## config.mk

```make
export PLATFORM = sky130hd
export DESIGN_NAME = byte_striper_nlane
export DESIGN_NICKNAME = d
export VERILOG_FILES = /design/src/rtl/byte_sus_pkg.sv /design/src/rtl/stripe_lane_ctr.sv /design/src/rtl/byte_striper_nlane.sv
export SDC_FILE = /design/constraint.sdc
export NUM_CORES = 1
export LEC_CHECK = 0
export ABC_AREA = 1
export CORE_UTILIZATION = 50
export CTS_BUF_LIST = sky130_fd_sc_hd__clkbuf_8
export DETAILED_ROUTE_END_ITERATION = 8
export PLACE_DENSITY_LB_ADDON = 0.2
export SLEW_MARGIN = 10
export SYNTH_ARGS = -nofsm -noshare
export SYNTH_HDL_FRONTEND = slang
export SYNTH_HIERARCHICAL = 1
export SYNTH_SLANG_ARGS = --single-unit
```

## constraint.sdc

```tcl
create_clock -name clk_2f -period 7.75 [get_ports clk_2f]
set_clock_uncertainty 0.05 [all_clocks]
set_input_delay 1.1625 -clock clk_2f [delete_from_list [all_inputs] [get_ports clk_2f]]
set_output_delay 1.1625 -clock clk_2f [all_outputs]
set_load 0.005 [all_outputs]
```

## src/rtl/byte_sus_pkg.sv

```systemverilog
// byte_sus_pkg: shared constants and width-select helpers for the n-lane byte striper.
package byte_sus_pkg;
  localparam logic [31:0] PAD_SYM = 32'hF7F7_F7F7;
  localparam int W_X1 = 0;
  localparam int W_X2 = 1;
  localparam int W_X4 = 2;
  function automatic int unsigned clamp_log2(input int unsigned sel, input int unsigned max_log2);
    return sel > max_log2 ? max_log2 : sel;
  endfunction
endpackage

```

## src/rtl/stripe_lane_ctr.sv

```systemverilog
// stripe_lane_ctr: group index, latched lane width and emit/fill decode for the striper.
module stripe_lane_ctr
  import byte_sus_pkg::*;
#(
  parameter int LOG2_LANES = 2,
  parameter int SW = $clog2(LOG2_LANES + 1),
  parameter int IW = LOG2_LANES > 0 ? LOG2_LANES : 1,
  parameter int CW = LOG2_LANES + 1
) (
  input  logic          clk,
  input  logic          rst,
  input  logic          valid_i,
  input  logic          flush_i,
  input  logic [SW-1:0] width_sel_i,
  output logic          emit_o,
  output logic [IW-1:0] idx_o,
  output logic [CW-1:0] act_n_o,
  output logic [CW-1:0] fill_o,
  output logic          busy_o
);
  logic [IW-1:0] idx_q, idx_d;
  logic [SW-1:0] act_q, act_d;
  logic busy_q, last;
  // The width is sampled by the first word of a group and then frozen until the group ends.
  always_comb begin
    act_d = (valid_i && idx_q == '0) ? SW'(clamp_log2(int'(width_sel_i), LOG2_LANES)) : act_q;
    act_n_o = CW'(1) << act_d;
    last = valid_i && (CW'(idx_q) + CW'(1) == act_n_o);
    emit_o = last || (flush_i && (valid_i || idx_q != '0));
    fill_o = last ? act_n_o : CW'(idx_q) + CW'(valid_i);
    idx_d = emit_o ? '0 : idx_q + IW'(valid_i);
  end
  always_ff @(posedge clk or posedge rst)
    if (rst) begin
      idx_q <= '0;
      act_q <= SW'(LOG2_LANES);
      busy_q <= 1'b0;
    end else begin
      idx_q <= idx_d;
      act_q <= act_d;
      busy_q <= idx_d != '0;
    end
  assign idx_o = idx_q;
  assign busy_o = busy_q;
endmodule

```

## src/rtl/byte_striper_nlane.sv

```systemverilog
// byte_striper_nlane: stripes a word stream round-robin over a runtime-selectable
// number of lanes, emitting whole groups with PAD fill on flush.
module byte_striper_nlane
  import byte_sus_pkg::*;
#(
  parameter int WIDTH = 32,
  parameter int LOG2_LANES = 2,
  parameter logic [WIDTH-1:0] PAD = WIDTH'(PAD_SYM)
) (
  input  logic                                clk_2f,
  input  logic                                reset,
  input  logic [WIDTH-1:0]                    data_in,
  input  logic                                valid_in,
  input  logic [$clog2(LOG2_LANES+1)-1:0]     width_sel,
  input  logic                                flush,
  output logic [(1<<LOG2_LANES)*WIDTH-1:0]    lane_data,
  output logic [(1<<LOG2_LANES)-1:0]          lane_valid,
  output logic                                busy
);
  localparam int LANES = 1 << LOG2_LANES;
  localparam int SW = $clog2(LOG2_LANES + 1);
  localparam int IW = LOG2_LANES > 0 ? LOG2_LANES : 1;
  localparam int CW = LOG2_LANES + 1;
  logic [WIDTH-1:0] stage_q [LANES];
  logic [WIDTH-1:0] stage_d [LANES];
  logic [LANES*WIDTH-1:0] lane_data_q, lane_data_d;
  logic [LANES-1:0] lane_valid_q, lane_valid_d;
  logic emit;
  logic [IW-1:0] idx;
  logic [CW-1:0] act_n, fill;
  stripe_lane_ctr #(.LOG2_LANES(LOG2_LANES), .SW(SW), .IW(IW), .CW(CW)) u_ctr (
    .clk(clk_2f),
    .rst(reset),
    .valid_i(valid_in),
    .flush_i(flush),
    .width_sel_i(width_sel),
    .emit_o(emit),
    .idx_o(idx),
    .act_n_o(act_n),
    .fill_o(fill),
    .busy_o(busy)
  );
  // stage_d already holds the completing word, so it reaches its lane in the same emit.
  always_comb begin
    stage_d = stage_q;
    lane_data_d = lane_data_q;
    lane_valid_d = '0;
    if (valid_in) stage_d[idx] = data_in;
    for (int i = 0; i < LANES; i++) begin
      lane_valid_d[i] = emit && CW'(i) < act_n;
      if (emit)
        lane_data_d[i*WIDTH +: WIDTH] = CW'(i) >= act_n ? '0 : CW'(i) < fill ? stage_d[i] : PAD;
    end
  end
  always_ff @(posedge clk_2f or posedge reset)
    if (reset) begin
      stage_q <= '{default: '0};
      lane_data_q <= '0;
      lane_valid_q <= '0;
    end else begin
      stage_q <= stage_d;
      lane_data_q <= lane_data_d;
      lane_valid_q <= lane_valid_d;
    end
  assign lane_data = lane_data_q;
  assign lane_valid = lane_valid_q;
endmodule

```

=== Yosys cells after proc, flatten, opt, wreduce, memory -nomap -nowiden ===
Cells that the tools add are included.

* Add/sub/neg operators: 3
* Order comparisons: 15
* Equal/unequal tests: 1
* Shift operators: 1
* Multiplexer cells: 16
* Bitwise gates (word level): 1
* Reductions and logical operators: 13

{| class="wikitable"
|+ Operators with widths
! cell !! number
|-
| $mux 32 || 9
|-
| $bwmux 128 || 1
|-
| $mux 128 || 1
|-
| $demux 32 s2 || 1
|-
| $lt 1x3->1 const A || 4
|-
| $lt 2x3->1 const A || 4
|-
| $logic_and 1x1->1 || 8
|-
| $ge 1x3->1 const A || 2
|-
| $ge 2x3->1 const A || 2
|-
| $mux 2 || 3
|-
| $reduce_bool 2->1 || 2
|-
| $add 2x1->3 || 1
|-
| $add 2x1->3 const B || 1
|-
| $eq 3x3->1 || 1
|-
| $ge 3x3->1 const B || 1
|-
| $lt 3x1->1 const B || 1
|-
| $mux 3 || 1
|-
| $not 2->3 || 1
|-
| $shl 1x2->3 const A || 1
|-
| $add 2x1->2 || 1
|-
| $gt 2x2->1 const B || 1
|-
| $logic_not 2->1 || 1
|-
| $logic_or 1x1->1 || 2
|}

* Register bits: 265
* Output and inout port bits: 133
* Word-level logic and storage cells: 59

=== Logic depth before layout (Yosys ltp) ===
Gate-level depths: netlist of the first run.

* Word-level depth: 10
* Depth in mapped cells: 20

=== Modules after synthesis ===
Netlist of the first run, hierarchy kept.

{| class="wikitable"
|+ By module, submodules not included
! module !! instances !! cells an instance !! area each (sq um) !! seq. area each (sq um)
|-
| byte_striper_nlane || 1 || 1246 || 10999.3 || 6506.2
|-
| stripe_lane_ctr || 1 || 62 || 430.4 || 126.4
|}

=== Worst setup path before layout of the first run ===
OpenSTA, ideal clock, no wires.

* Path type: input -> register
* From: input port valid_in
* To: register lane_data_q[22], in the netlist lane_data[22]
* Setup time: 0.117 ns
* Arrival time: 2.595 ns
* Required time: 7.583 ns
* Path slack: 4.989 ns
* Cell stages on the path: 13
* Path buffers: 1
* Cell sequence: nand2_2 -> nand2_1 -> nand2_2 -> nand2_2 -> a21oi_4 -> nand3_4 -> o21ai_1 -> nor2_2 -> nand2_1 -> clkbuf_1 -> nand3_1 -> nand2_1 -> nand2_1

* Word-level cells in the longest chain between the ends: 9

{| class="wikitable"
|+ RTL lines
! what !! line !! text
|-
| from (decl) || byte_striper_nlane.sv:13 || <nowiki>input logic valid_in,</nowiki>
|-
| $logic_and 1x1->1 || stripe_lane_ctr.sv:26 || <nowiki>act_d = (valid_i && idx_q == '0) ? SW'(clamp_log2(int'(width_sel_i), LOG2_LANES)) : act_q;</nowiki>
|-
| $mux 2 || stripe_lane_ctr.sv:26 ||
|-
| $shl 1x2->3 || stripe_lane_ctr.sv:27 || <nowiki>act_n_o = CW'(1) << act_d;</nowiki>
|-
| $eq 3x3->1 || stripe_lane_ctr.sv:28 || <nowiki>last = valid_i && (CW'(idx_q) + CW'(1) == act_n_o);</nowiki>
|-
| $logic_and 1x1->1 || stripe_lane_ctr.sv:28 ||
|-
| $mux 3 * || stripe_lane_ctr.sv:30 || <nowiki>fill_o = last ? act_n_o : CW'(idx_q) + CW'(valid_i);</nowiki>
|-
| net fill[2] || byte_striper_nlane.sv:30 || <nowiki>logic [CW-1:0] act_n, fill;</nowiki>
|-
| $lt 1x3->1 * || byte_striper_nlane.sv:52 || <nowiki>lane_data_d[i*WIDTH +: WIDTH] = CW'(i) >= act_n ? '0 : CW'(i) < fill ? stage_d[i] : PAD;</nowiki>
|-
| $mux 32 * (2 in series) || byte_striper_nlane.sv:52 ||
|-
| to (signal assigned) || byte_striper_nlane.sv:62 || <nowiki>lane_data_q <= lane_data_d;</nowiki>
|-
| to (decl) || byte_striper_nlane.sv:26 || <nowiki>logic [LANES*WIDTH-1:0] lane_data_q, lane_data_d;</nowiki>
|}

The timed path passes the listed nets; every way through them passes the cells marked *.
A chain may end at the register's enable or synchronous reset.

=== Worst setup path after layout of the first run ===
* From: input port valid_in
* To: register lane_data_q[77], in the netlist lane_data[77]

{| class="wikitable"
|+ RTL lines
! what !! line !! text
|-
| $logic_and 1x1->1 || stripe_lane_ctr.sv:26 ||
|-
| $mux 2 || stripe_lane_ctr.sv:26 ||
|-
| $shl 1x2->3 || stripe_lane_ctr.sv:27 ||
|-
| $eq 3x3->1 || stripe_lane_ctr.sv:28 ||
|-
| $logic_and 1x1->1 || stripe_lane_ctr.sv:28 ||
|-
| $logic_or 1x1->1 * || stripe_lane_ctr.sv:29 || <nowiki>emit_o = last || (flush_i && (valid_i || idx_q != '0));</nowiki>
|-
| net emit || byte_striper_nlane.sv:28 || <nowiki>logic emit;</nowiki>
|}

Marked as above.

==> impl_metrics.csv, run 1 <==
group,metric,value,unit
clock_tree,post_cts_buffers,0,
global_routing,grt_max_degree,143,
clock_tree,clk_pin_slew,0.06,ns
placed_design,io_buffer_count,170,
synth,syn_nets,1350,
floorplanning,coreArea,22090,sq um
cells_and_area,layout.nets,1484,
synth,synth-simple-area-share,0.3407,
power_and_ir_drop,power.share.combinational,0.427,
clock_tree,clock-sinks,265,
setup_path,crit_type,"in -> reg",
clock_tree,clkLatencyLatePin,0.55,ns
synth,synth_cell_types,26,
detailed_routing,wire_per_inst,17.96,um
detailed_routing,finalWirelength,31.44,mm
sta,setup_tns,0,ns
synth,syn_inst,1308,
worst_hold_path,hold_end,"stage_q[79]",
global_routing,grt_remaining_overflow,0,
setup_path,reg2reg_slack,3.75,ns
power_and_ir_drop,intPower,3567,uW
detailed_routing,drc,0,
cells_and_area,finish.utilization,0.6244,
setup_path,reg2reg_depth,14,
detailed_routing,final_antenna_net_count,0,
sta,maxSlewHeadroom,0.2297,
power_and_ir_drop,vdd_drop_max,0.2190,mV
setup_path,r2r-end,"lane_data[77]",
power_and_ir_drop,total_power,5895,uW
sta,setup_viol,0,
synth,synth_compound_area_frac,0.01149,
cells_and_area,syn2layout_area_growth,20.69,%
clock_tree,htree_levels,2,
setup_path,critPathRequiredTime,8.18,ns
synth,synth_seq_area_share,0.5803,
sta,max_freq,231.0,MHz
floorplanning,start_util,0.5173,
detailed_routing,drt_iter0_drc,907,
sta,hold_viol,0,
power_and_ir_drop,p_leak,0.007117,uW
synth,synth_ff_type,"dfrtp_1",
global_routing,track_usage,0.2749,
clock_tree,cts_tree,"yes",
job,maxCapViolations,0,
global_routing,grt_antenna_before_repair,0,
sta,rsz0062_at_grt,"false",
worst_hold_path,hold_start,"stage_q[79]",
worst_hold_path,hold_path_class,"reg -> reg",
setup_path,reg2reg_from,"u_ctr/idx_o[0]",
setup_path,endpoint_kind,"register",
detailed_routing,viasPerCell,5.485,
cells_and_area,antenna_cells,0,
placed_design,finalWeightedCongestion,0.8716,
setup_path,critPathMaxFanout,69,
synth,synth_adder_area_share,0.004379,
floorplanning,fp-row-count,54,
setup_path,cp-start-kind,"primary input",
power_and_ir_drop,switchingPower,2328,uW
sta,slew_viol_final,0,
cells_and_area,drive_gt1_frac,0.06667,
synth,synth_top_family_by_area,"simple AND/OR/NAND/NOR gates",
synth,synth_warnings,6,
power_and_ir_drop,clockPowerShare,0.200,
run_status,outcome,"completed",
synth,muxShareOfSynthArea,0,
synth,synth-seq-cells,265,
synth,synth-edff-count,0,
clock_tree,root_buffer,"clkbuf_8",
sta,max_slew.worst_pin.slew,1.154,ns
floorplanning,dieArea,23470,sq um
sta,fin_crit,4.328,ns
global_routing,grt_pass1_vias,9104,
cells_and_area,stdcell_area,13790,sq um
power_and_ir_drop,switching_share,0.3949,
clock_tree,hold_buffers,0,
floorplanning,pin_count,171,
synth,synth-xor-area-share,0,
floorplanning,die_h,153.2,um
worst_hold_path,hold_depth,2,
clock_tree,numCtsBuffers,42,
synth,avgSynthCellArea,8.738,sq um
sta,post-route-period-util,0.5585,
power_and_ir_drop,power_frac_seq,0.373,
synth,async_flop_share,1.000,
floorplanning,die_x,153.2,um
placed_design,detailed_place_hpwl,19.29,mm
global_routing,grt_first_pass_wirelength,49.92,mm
placed_design,placed_cell_area,12970,sq um
clock_tree,clk_path_buf_depth,3,
clock_tree,ctsResizeCount,0,
power_and_ir_drop,power_density,427.4,nW/um^2
synth,synth_area,11430,sq um
detailed_routing,num_vias,9599,
setup_path,worstPathArrival,4.76,ns
detailed_routing,dr.pass1.iters,5,
-- metrics by stage --
| step | hold slack, ns | cells | setup slack, ns |
|---|---|---|---|
| final | 0.4168 | 1750 | 3.422 |
| after global routing | 0.4359 | 1750 | 3.015 |
| after CTS | 0.4182 | 1750 | 3.418 |
| after detailed placement | 0.4034 | 1678 | 2.851 |
| after global placement | 0.3981 | 1678 | 3.010 |
| after floorplan | 0.3867 | 1308 | 3.110 |
-- registers in the layout, indices dropped and copies added, names as in the netlist --
name / count
lane_data: 128
lane_valid: 4
stage_q: 128
u_ctr/act_q: 2
u_ctr/busy_o: 1
u_ctr/idx_o: 2
-- cell families (layout without fill, tap and decap cells) --
logic type               after synthesis  in the layout
AND/OR/NAND/NOR                      898            898
flip-flops                           265            265
buffers and inverters                120            282
AO/OA/AOI/OAI                         21             21
adder cells (fa/ha/maj)                4              4
-- final cells by class --
class | count | area (sq um)
fillers | 1905 | 8299
flip-flops and latches | 265 | 6635
multi-input cells | 923 | 4079
repair buffers | 177 | 1764
clock buffers | 50 | 688.2
well taps | 280 | 350.3
clock inverters | 22 | 140.1
inverters | 33 | 137.6
-- routing by layer --
| layer | part of all wire | up-vias | GRT usage |
|---|---|---|---|
| met5 | 0 | - | 0 |
| met4 | 0.029 | 0 | 0.1015 |
| met3 | 0.089 | 55 | 0.05415 |
| met2 | 0.44 | 411 | 0.3994 |
| met1 | 0.45 | 4618 | 0.4086 |
| li1 | - | 4515 | - |
-- cells in the mapped netlist (4+ instances only) --
cell type,count,share of area
dfrtp_1,264,0.58
nand2_2,8,0.0044
inv_1,23,0.0076
nand2_1,648,0.21
nand3_1,116,0.051
nand3_4,5,0.0077
buf_2,34,0.015
buf_6,19,0.019
ha_1,4,0.0044
o21ai_1,6,0.0026
inv_2,8,0.0026
o21ai_0,9,0.0039
clkbuf_1,12,0.0039
nand4_1,112,0.061
o21ai_2,4,0.0031
buf_4,18,0.012
nor2_1,5,0.0016
-- worst max path at each step --
| stage | start | end | slack [ns] | depth (start not counted) |
|---|---|---|---|---|
| after floorplan | reset | lane_data[0] | 3.11 | 1 |
| after global placement | valid_in | lane_data[89] | 3.01 | 15 |
| after detailed placement | valid_in | lane_data[77] | 2.85 | 15 |
| after CTS | valid_in | lane_data[77] | 3.42 | 15 |
| after global routing | valid_in | lane_data[77] | 3.02 | 17 |
| final | valid_in | lane_data[77] | 3.42 | 15 |
-- worst max-delay path, cell delays in order --
cell     delay, ns
buf_4         0.57
nand2_2       0.18
inv_2         0.10
nand2_2       0.06
nand2_2       0.08
nand2_2       0.09
a21oi_4       0.17
nand3_4       0.14
nand2_1       0.17
inv_4         0.18
nor2_2        0.93
nand2_1       0.20
inv_2         0.46
nand2_1       0.14
nand2_1       0.08
-- power groups by stage --
stage | clock [uW] | combinational [uW] | sequential, uW
after global routing | 1260 | 2840 | 2250
after detailed placement | 0 | 2510 | 2210
after CTS | 1200 | 2520 | 2200
final | 1180 | 2520 | 2200
after floorplan | 0 | 1720 | 2190
after global placement | 0 | 2460 | 2210
-- cell usage in the layout (no fill, tap or decap) --
cell type	count
o21ai_2	5
a21oi_1	1
a21oi_4	1
dfrtp_1	262
nand2_1	648
buf_12	1
o21ai_0	9
bufinv_16	2
nand4_1	112
nor2_2	3
inv_1	40
nand3_1	116
inv_2	7
nor2_1	5
o21ai_1	5
buf_4	7
dfrtp_2	2
inv_6	1
clkdlybuf4s50_1	169
ha_1	4
dfstp_2	1
inv_4	2
clkinv_2	1
clkinvlp_4	2
nand3_4	5
nor3_1	1
nand2_2	8
clkbuf_8	50
Power figures use the tool's default switching activity.
==> run 2: changes to the inputs <==
Clock period 7.75 ns to 3.9 ns, I/O delays scaled along.
==> run 2 against run 1 <==
  * Worst setup slack worse by 2.5 ns
  * Non-clock buffer count rose by 9
  * Routed wire length rose by 2.2%
  * Worst hold slack got worse by 0.11 ns
  * Die area is the same
  * Utilization is 0.64 points higher
  * Clock power rose by 100%
  * Critical path depth is 1 lower
  * Combinational power is 100% higher
  * Sequential share of layout area fell by 0.49 points
  * Cell count grew 0.69%
  * Largest power group unchanged
==> impl_metrics.csv, run 2 (synthesized netlist as in run 1, its figures left out) <==
group,metric,value,unit
placed_design,detailed_place_hpwl,19.72,mm
power_and_ir_drop,power_density,847.2,nW/um^2
detailed_routing,finalWirelength,32.12,mm
cells_and_area,multiInputGateArea,4079,sq um
clock_tree,numCtsBuffers,43,
sta,max_slew.worst_pin.slew,0.9466,ns
setup_path,r2r-end,"lane_data[70]",
setup_path,critPathRequiredTime,4.31,ns
floorplanning,pin_count,171,
global_routing,grt_remaining_overflow,0,
sta,setup_viol,0,
power_and_ir_drop,total_power,11810,uW
sta,maxSlewHeadroom,0.3676,
setup_path,worstPathArrival,3.40,ns
global_routing,grtUsageMet1,0.4088,
power_and_ir_drop,p_leak,0.007197,uW
detailed_routing,drc,0,
global_routing,grt_pass1_vias,9273,
global_routing,grt_first_pass_wirelength,50.96,mm
setup_path,reg2reg_depth,14,
detailed_routing,drt_iter0_drc,867,
cells_and_area,fill_cells,1887,
setup_path,reg2reg_slack,0.92,ns
setup_path,startpoint,"u_ctr/idx_o[0]",
worst_hold_path,hold_path_class,"in -> async",
clock_tree,clock-sinks,265,
clock_tree,root_buffer,"clkbuf_8",
detailed_routing,wire_per_inst,18.23,um
detailed_routing,num_vias,9646,
sta,hold_viol,0,
global_routing,grtUsageMet2,0.4086,
clock_tree,clkLatencyLatePin,0.53,ns
global_routing,track_usage,0.2816,
setup_path,reg2reg_from,"u_ctr/idx_o[0]",
detailed_routing,final_antenna_net_count,0,
cells_and_area,finish.utilization,0.6308,
floorplanning,fp-row-count,54,
clock_tree,ctsResizeCount,0,
floorplanning,die_x,153.2,um
detailed_routing,dr.pass1.iters,6,
global_routing,grt_max_degree,90,
clock_tree,post_cts_buffers,0,
cells_and_area,drive_gt1_frac,0.07490,
sta,post-route-period-util,0.7652,
clock_tree,clk_pin_slew,0.06,ns
global_routing,grt_antenna_before_repair,2,
clock_tree,htree_levels,2,
setup_path,crit_type,"reg -> reg",
sta,fin_crit,2.984,ns
floorplanning,start_util,0.5173,
clock_tree,cts_tree,"yes",
cells_and_area,layout.nets,1494,
floorplanning,die_h,153.2,um
sta,slew_viol_final,0,
floorplanning,dieArea,23470,sq um
detailed_routing,viasPerCell,5.474,
job,maxCapViolations,0,
placed_design,io_buffer_count,170,
cells_and_area,regArea,6635,sq um
setup_path,critPathMaxFanout,42,
run_status,outcome,"completed",
cells_and_area,final_common_cell,"nand2_1",
clock_tree,clk_path_buf_depth,3,
cells_and_area,final_cell_mix,"648 x nand2_1, 262 x dfrtp_1, 169 x clkdlybuf4s50_1, 116 x nand3_1, 112 x nand4_1",
global_routing,grt-busiest-layer,"met1",
cells_and_area,syn2layout_area_growth,21.93,%
floorplanning,coreArea,22090,sq um
sta,rsz0062_at_grt,"false",
setup_path,cp-start-kind,"register",
clock_tree,hold_buffers,0,
sta,max_freq,335.1,MHz
global_routing,use_met3,0.06011,
setup_path,endpoint_kind,"register",
setup_path,crit_path_end,"lane_data[70]",
cells_and_area,antenna_cells,0,
power_and_ir_drop,vdd_drop_max,0.3534,mV
placed_design,finalWeightedCongestion,0.8790,
run 2: cell types whose count changed in the layout (fill, tap and decap cells not counted), sizes merged:
cell      before  now
inv           50   49
bufinv         2    1
clkinv         1    3
buf            8   17
clkinvlp       2    1
clkbuf        50   54
run 2: metrics by stage:
step	cells	instance area (sq um)	hold WS, ns	setup slack [ns]	TNS (ns)
finish	1762	13940	0.3078	0.9156	0
floorplan	1308	11430	0.3128	-0.1626	-42.27
detailed placement	1687	13080	0.4030	0.7459	0
CTS	1762	13940	0.2871	0.9175	0
global route	1762	13940	0.3108	0.6856	0
global placement	1687	13080	0.3982	0.7741	0
run 2: layer usage:
layer | wire length, um | up-vias | part of all wire
li1 | - | 4534 | -
met1 | 14010 | 4621 | 0.44
met2 | 14030 | 418 | 0.44
met3 | 2854 | 69 | 0.089
met4 | 1204 | 4 | 0.037
met5 | 23 | - | 0.00072
run 2: cell type report:
| class | count | area share |
|---|---|---|
| timing repair buffer | 186 | 0.1350 |
| sequential | 265 | 0.4761 |
| tap | 280 | 0.02514 |
| clock buffer | 54 | 0.05333 |
| multi-input combinational | 923 | 0.2927 |
| inverter | 33 | 0.009876 |
| clock inverter | 21 | 0.007811 |
run 2: report_power, final:
group          leakage [uW]  internal (uW)  switching, uW
Combinational       0.00329           1940           3120
Clock              0.000505           1300           1050
Sequential          0.00340           3910            481
Total               0.00720           7160           4650
run 2: worst max-delay path, stage by stage (launching register included):
cell and delay [ns]:
dfrtp_2 0.37, buf_4 0.44, ha_1 0.32, inv_1 0.07, nand2_1 0.08, nand2_1 0.05, nand2_1 0.11, nand3_4 0.12
nand2_1 0.17, inv_4 0.21, nor2_2 0.17, nand2_1 0.08, inv_2 0.39, nand2_1 0.18, nand2_1 0.09
run 2: worst min path at each step:
stage,startpoint,to,slack (ns),cells after the start
4_1_cts,reset,u_ctr/busy_o,0.29,2
2_1_floorplan,reset,u_ctr/act_q[0],0.31,1
6_report,reset,u_ctr/busy_o,0.31,2
3_5_place_dp,stage_q[84],stage_q[84],0.40,2
3_3_place_gp,stage_q[92],stage_q[92],0.40,2
5_1_grt,reset,u_ctr/act_q[0],0.31,2
